## config.mk

```make
export PLATFORM = sky130hd
export DESIGN_NAME = lc3_regfile
export DESIGN_NICKNAME = d
export VERILOG_FILES = /design/src/rtl/lc3_pkg.sv /design/src/rtl/lc3_cc_logic.sv /design/src/rtl/lc3_regfile.sv
export SDC_FILE = /design/constraint.sdc
export NUM_CORES = 1
export LEC_CHECK = 0
export CAP_MARGIN = 20
export CORE_ASPECT_RATIO = 0.9
export CORE_MARGIN = 2
export CORE_UTILIZATION = 25
export DETAILED_ROUTE_END_ITERATION = 10
export MAX_ROUTING_LAYER = met4
export PLACE_DENSITY_LB_ADDON = 0.3
export SLEW_MARGIN = 5
export SYNTH_ARGS = -nofsm -noshare
export SYNTH_HDL_FRONTEND = slang
export SYNTH_SLANG_ARGS = --single-unit
```

## constraint.sdc

```tcl
create_clock -name clk -period 1.4 [get_ports clk]
set_input_delay 0.21 -clock clk [delete_from_list [all_inputs] [get_ports clk]]
set_output_delay 0.21 -clock clk [all_outputs]
set_load 0.1 [all_outputs]
```

## src/rtl/lc3_pkg.sv

```systemverilog
// Shared LC-3 datapath types and constants.
package lc3_pkg;

  localparam int DATA_W = 16;
  localparam int REG_AW = 3;

  typedef logic [REG_AW-1:0] reg_addr_t;
  typedef logic [DATA_W-1:0] word_t;

  localparam logic [2:0] CC_N = 3'b100;
  localparam logic [2:0] CC_Z = 3'b010;
  localparam logic [2:0] CC_P = 3'b001;

endpackage

```

## src/rtl/lc3_cc_logic.sv

```systemverilog
// NZP condition-code register with sign/zero decode, plus the registered
// branch-enable term. Kept separate so the PSR/interrupt logic can reuse it.
module lc3_cc_logic
  import lc3_pkg::CC_N;
  import lc3_pkg::CC_Z;
  import lc3_pkg::CC_P;
#(
  parameter int         DATA_W   = 16,
  parameter logic [2:0] CC_RESET = 3'b010
) (
  input  logic              clk,
  input  logic              rst_n,
  input  logic [DATA_W-1:0] bus,
  input  logic              ld_cc,
  input  logic              ld_ben,
  input  logic [2:0]        ir_nzp,
  output logic [2:0]        nzp,
  output logic              ben
);

  logic [2:0] nzp_q, nzp_d;
  logic       ben_q, ben_d;
  logic [2:0] bus_cc;

  always_comb begin
    if (bus[DATA_W-1])    bus_cc = CC_N;
    else if (bus == '0)   bus_cc = CC_Z;
    else                  bus_cc = CC_P;
  end

  // ben samples nzp_q, so a simultaneous CC load cannot affect this branch decision
  always_comb begin
    nzp_d = nzp_q;
    ben_d = ben_q;
    if (ld_cc)  nzp_d = bus_cc;
    if (ld_ben) ben_d = |(ir_nzp & nzp_q);
  end

  always_ff @(posedge clk or negedge rst_n) begin
    if (!rst_n) begin
      nzp_q <= CC_RESET;
      ben_q <= 1'b0;
    end else begin
      nzp_q <= nzp_d;
      ben_q <= ben_d;
    end
  end

  assign nzp = nzp_q;
  assign ben = ben_q;

endmodule

```

## src/rtl/lc3_regfile.sv

```systemverilog
// LC-3 general-purpose register file R0-R7 with two combinational read ports.
// Define LC3_REGFILE_BYPASS_EN for write-through forwarding on the read ports.
module lc3_regfile
  import lc3_pkg::reg_addr_t;
#(
  parameter int         DATA_W   = 16,
  parameter int         NREGS    = 8,
  parameter logic [2:0] CC_RESET = 3'b010
) (
  input  logic              clk,
  input  logic              rst_n,
  input  logic [DATA_W-1:0] bus,
  input  logic              ld_reg,
  input  reg_addr_t         dr,
  input  reg_addr_t         sr1,
  input  reg_addr_t         sr2,
  output logic [DATA_W-1:0] sr1_out,
  output logic [DATA_W-1:0] sr2_out,
  input  logic              ld_cc,
  input  logic              ld_ben,
  input  logic [2:0]        ir_nzp,
  output logic [2:0]        nzp,
  output logic              ben
);

  logic [DATA_W-1:0] regs_q [NREGS];
  logic [DATA_W-1:0] regs_d [NREGS];

  always_comb begin
    regs_d = regs_q;
    if (ld_reg) regs_d[dr] = bus;
  end

  always_ff @(posedge clk or negedge rst_n) begin
    if (!rst_n) begin
      for (int i = 0; i < NREGS; i++) regs_q[i] <= '0;
    end else begin
      regs_q <= regs_d;
    end
  end

`ifdef LC3_REGFILE_BYPASS_EN
  assign sr1_out = (ld_reg && (sr1 == dr)) ? bus : regs_q[sr1];
  assign sr2_out = (ld_reg && (sr2 == dr)) ? bus : regs_q[sr2];
`else
  assign sr1_out = regs_q[sr1];
  assign sr2_out = regs_q[sr2];
`endif

  lc3_cc_logic #(
    .DATA_W   (DATA_W),
    .CC_RESET (CC_RESET)
  ) u_cc (
    .clk    (clk),
    .rst_n  (rst_n),
    .bus    (bus),
    .ld_cc  (ld_cc),
    .ld_ben (ld_ben),
    .ir_nzp (ir_nzp),
    .nzp    (nzp),
    .ben    (ben)
  );

  a_dr_known: assert property (@(posedge clk) disable iff (!rst_n) ld_reg |-> !$isunknown(dr))
    else $error("lc3_regfile: unknown dr with ld_reg asserted");

endmodule

```

# After elaboration in Yosys (flattened, before gate mapping)
# Index checks and enable logic that the tools add are counted.
[op_classes] mux=11 bitwise_logic=4 reduce_logical=3 n_lt_le_gt_ge=4
[ops] cell="bitwise mux 128 bit" n=1
[ops] cell="binary-select mux 16 bit (select 3 bit)" n=2
[ops] cell="2-to-1 mux 16 bit" n=5
[ops] cell="demux 16 bit (select 3 bit)" n=1
[ops] cell="zero test 16 bit" n=1
[ops] cell=">= comparator 4 bit, second input constant" n=3
[ops] cell="NOT 3 -> 4 bit" n=3
[ops] cell="less-than comparator 4 x 1 -> 1 bit, second input constant" n=1
[ops] cell="bitwise AND 3 bit" n=1
[ops] cell="2-to-1 mux 3 bit" n=1
[ops] cell="OR reduction 3 bit" n=1
[ops] cell="2-to-1 mux 2 bit" n=1
[ops] cell="logical AND 1 bit" n=1
[totals] in_bits=33 regBits=132 output_inout_bits=36 word_cells=32

# Depth between registers and ports, before layout
[logic_depth] depth_word=6 ltp_mapped=5 ltp_nobuf=3

# Cells and area by module
# A second synthesis with hierarchy kept.
[unflattened] cells_unflattened=412 hier_area_um2=7229.4
[by_module_without_submodules] module="lc3_regfile" area_each_um2=7000.5 seq_area_each_um2=3203.1 n_inst=1 cells_each=393
[by_module_without_submodules] module="lc3_cc_logic" area_each_um2=229.0 seq_area_each_um2=101.3 n_inst=1 cells_each=19

# Worst setup path after synthesis
# No wires, ideal clock.
[synth_path] kind="input -> output" start="in sr2[0]" end="out sr2_out[11]" path_slack_ns=-0.294 arrival_ns=1.484 t_required_ns=1.190 path_stages=4 path_buffers=2 cell_sequence="buf_6 > buf_6 > mux4_1 > mux2_2"
[synth_via] elab_chain_len=4
[synth_lines] element="start: declaration" line_no="lc3_regfile.sv:16" text="input reg_addr_t sr2,"
[synth_lines] element="NOT 3 -> 4 bit (implied by the code)" line_no="lc3_regfile.sv:47" text="assign sr2_out = regs_q[sr2];"
[synth_lines] element="binary-select mux 16 bit (select 3 bit)" line_no="lc3_regfile.sv:47"
[synth_lines] element="2-to-1 mux 16 bit (implied by the code) (2 in series)" line_no="lc3_regfile.sv:47"
[synth_lines] element="end: declaration" line_no="lc3_regfile.sv:18" text="output logic [DATA_W-1:0] sr2_out,"
# No other way between the ends. The select of a mux whose other input is x is not followed.

# Worst setup path in the final report
[layout_path] start="reg regs_q[79] (netlist name)" end="out sr1_out[15]"
[layout_via] elab_chain_len=3
[layout_lines] element="start: declaration" line_no="lc3_regfile.sv:26" text="logic [DATA_W-1:0] regs_q [NREGS];"
[layout_lines] element="start signal: assignment" line_no="lc3_regfile.sv:38" text="regs_q <= regs_d;"
[layout_lines] element="binary-select mux 16 bit (select 3 bit)" line_no="lc3_regfile.sv:46" text="assign sr1_out = regs_q[sr1];"
[layout_lines] element="2-to-1 mux 16 bit (implied by the code) (2 in series)" line_no="lc3_regfile.sv:46"
[layout_lines] element="end: declaration" line_no="lc3_regfile.sv:17" text="output logic [DATA_W-1:0] sr1_out,"
# No other way between the ends. The select of a mux whose other input is x is not followed.

==> results.yml <==
sta:
  final.setup.worst_slack_ps: -594.3
  clock_skew_ps: 0.2182
  tightest_slew_ps: 596.2
  hold_violations: 0
  grt_setup_unrepaired: "yes"
  finalSetupViolCount: 32
  slew_violations: 0
  max_freq_mhz: 501.4
  slew_headroom: 0.6025
  finalCritPeriodShare: 1.424
  fin_crit_ps: 1994
final_layout:
  nets: 582
  n_antenna_cell: 0
  fillers: 2646
  fin_util: 0.3581
  drive_above_1_share: 0.6762
  syn_to_final_growth_pct: 40.08
synth:
  seq_area_frac_synth: 0.4591
  mappedNetlistArea_sq_mm: 0.007198
  yosys-mux-area-fraction: 0.4771
  syn_nets: 445
  synth_xor_area_frac: 0
  synth_top_family_by_area: "multiplexers"
  synthSimpleGateAreaFrac: 0.02590
  yosysTopAreaCellShare: 0.4554
  yosysMostFrequentCell: "mux2_2"
  yosysTopAreaCell: "dfrtp_1"
  avgSynthCellArea_sq_um: 17.47
  synth_compound_area_frac: 0.005041
  syn_inst: 412
  synth.area.top_cells: "dfrtp_1, mux2_2, mux4_1"
  synthFlopType: "dfrtp_1"
  synth-warning-count: 0
  async_flop_share: 1.000
  ys_seq_elements: 132
  synth_commonest_cells: "mux2_2, dfrtp_1, mux4_1"
  synth-adder-area-share: 0
  synth_cell_types: 28
  synth_edf_count: 0
drt:
  routed_wl_microns: 20330
  avgViaCountPerCell: 4.747
  route.detailed.drc: 0
  dr.first_iter.drc_count: 221
  routedWlPerCell_microns: 22.05
  drtAntennaViolNets: 0
  drtPass1Iterations: 4
  vias: 4377
clock_tree:
  clockBufferDepth: 2
  cts_buffers: 17
  clk_latency_ps: 410
  clkSinkCount: 132
  clk_pin_slew_ps: 60
  cts_max_level: 4
  cts_tree: "built"
  cts_root_buf: "clkbuf_16"
setup_path:
  path_class: "reg -> out"
  startpoint_type: "flip-flop"
  path_max_fanout: 3
  crit_path_end_kind: "output port"
  arrival_ps: 1780
  worstPathRequired_ps: 1190
power:
  p_per_area_mw_per_mm2: 1674
  vdd_drop_max_mv: 0.9229
  power.total_mw: 16.87
  power_leakage_nw: 4.283
global_route:
  grt_pass1_wl_microns: 30890
  grtUsageMet1: 0.1815
  grt_usage: 0.1464
  top_usage_layer: "met2"
  grt_pass1_vias: 4927
  antenna_found_initial: 0
  globalRouteMet3Util: 0.03219
  use_met2: 0.2435
  grt_max_degree: 90
  grt_overflow: 0
outcome:
  violations: "negative setup slack"
  status: "complete, but fails checks"
floorplan:
  chipWidth_microns: 182.9
  die_height_microns: 165.0
  initial_core_util: 0.2556
  die-area_sq_mm: 0.03017
  row_count: 58
  io_pins: 69
  coreArea_sq_mm: 0.02816
placement:
  place.gp.congestion: 0.7131
  dpl.hpwl_microns: 12820
  io_buffers: 68
flow_run:
  cap_violations: 0
min_path:
  min_path_type: "in -> reg"
-- registers in the layout, indices dropped and copies added (netlist names) --
register	count
u_cc.nzp	3
u_cc.ben	1
regs_q	128
-- through the flow --
stage	hold slack [ps]	instances	worst slack (ps)	setup TNS, ps	area, sq um
after floorplan	-85.59	412	-157.9	-6199	7336
after global placement	297.3	873	-664.6	-64300	9236
after detailed placement	311.6	873	-650.2	-68280	9236
after CTS	346.6	920	-620.5	-18900	10070
after global routing	344.3	922	-652.8	-19760	10080
final	328.4	922	-594.3	-18110	10080
-- layout make-up --
type	instances	area, sq um	share of cell area
repair buffers	149	1959	0.1943
flip-flops and latches	132	3306	0.3278
clock inverters	11	173.9	0.01725
clock buffers	21	470.5	0.04666
well taps	360	450.4	0.04467
multi-input cells	247	3716	0.3685
inverters	2	7.507	0.0007445
-- critical path, cell delays in order (launching register included) --
cell and delay, ps:
dfrtp_1 390, mux4_2 480, mux2_4 320, buf_12 170
-- repair_timing --
item / CTS / global route
endpoints found under the hold margin: 131 / 0
setup buffers: 11 / 2
hold buffers: 1 / 0
gates cloned: 3 / 0
gates resized for setup: 8 / 1
endpoints found under the setup margin: 36 / 34
pin swaps: 1 / 0
-- report_power, final --
group,switching (mW),internal (mW)
Combinational,3.41,3.35
Sequential,0.606,4.65
Clock,1.72,3.13
-- cell families after synthesis --
group / count (synthesis)
AOI/OAI and AO/OA: 5
buffers and inverters: 33
muxes: 225
and+or+nand+nor: 17
DFF: 132
-- placed cells by master, fill, tap and decap left out, types with 2 or more instances in the layout --
cell / synthesis / layout
bufinv_16: 0 / 4
nor4_1: 4 / 3
inv_1: 2 / 2
buf_12: 0 / 56
clkbuf_8: 0 / 3
dlygate4sd2_1: 0 / 6
buf_2: 6 / 2
mux2_4: 0 / 62
clkbuf_16: 0 / 17
clkinv_4: 0 / 2
buf_4: 5 / 58
mux2_1: 7 / 7
mux4_2: 16 / 64
nor3_4: 2 / 2
dfrtp_1: 131 / 130
clkdlybuf4s50_1: 0 / 22
bufbuf_16: 0 / 3
nand4b_2: 3 / 3
clkinvlp_4: 0 / 3
nor3b_4: 2 / 2
mux2_2: 154 / 92
-- per-layer routing --
| layer | share of wire | routed length, microns |
|---|---|---|
| met2 | 0.52 | 10530 |
| met4 | 0.0055 | 112 |
| met3 | 0.042 | 854 |
| met5 | 0 | 0 |
| met1 | 0.43 | 8832 |
-- path summary, 6_finish.rpt --
check,startpoint,end,slack [ps],cells after the start
min in group asynchronous,rst_n,regs_q[20]$_DFFE_PN0P_,340,3
max in group asynchronous,rst_n,u_cc.nzp[0]$_DFFE_PN0P_,500,3
min,bus[9],regs_q[105]$_DFFE_PN0P_,330,2
max,regs_q[79]$_DFFE_PN0P_,sr1_out[15],-590,3
min reg2reg,regs_q[104]$_DFFE_PN0P_,regs_q[104]$_DFFE_PN0P_,510,1
max reg2reg,regs_q[59]$_DFFE_PN0P_,regs_q[59]$_DFFE_PN0P_,370,3
Note: power is estimated with default switching activity, not from simulation.
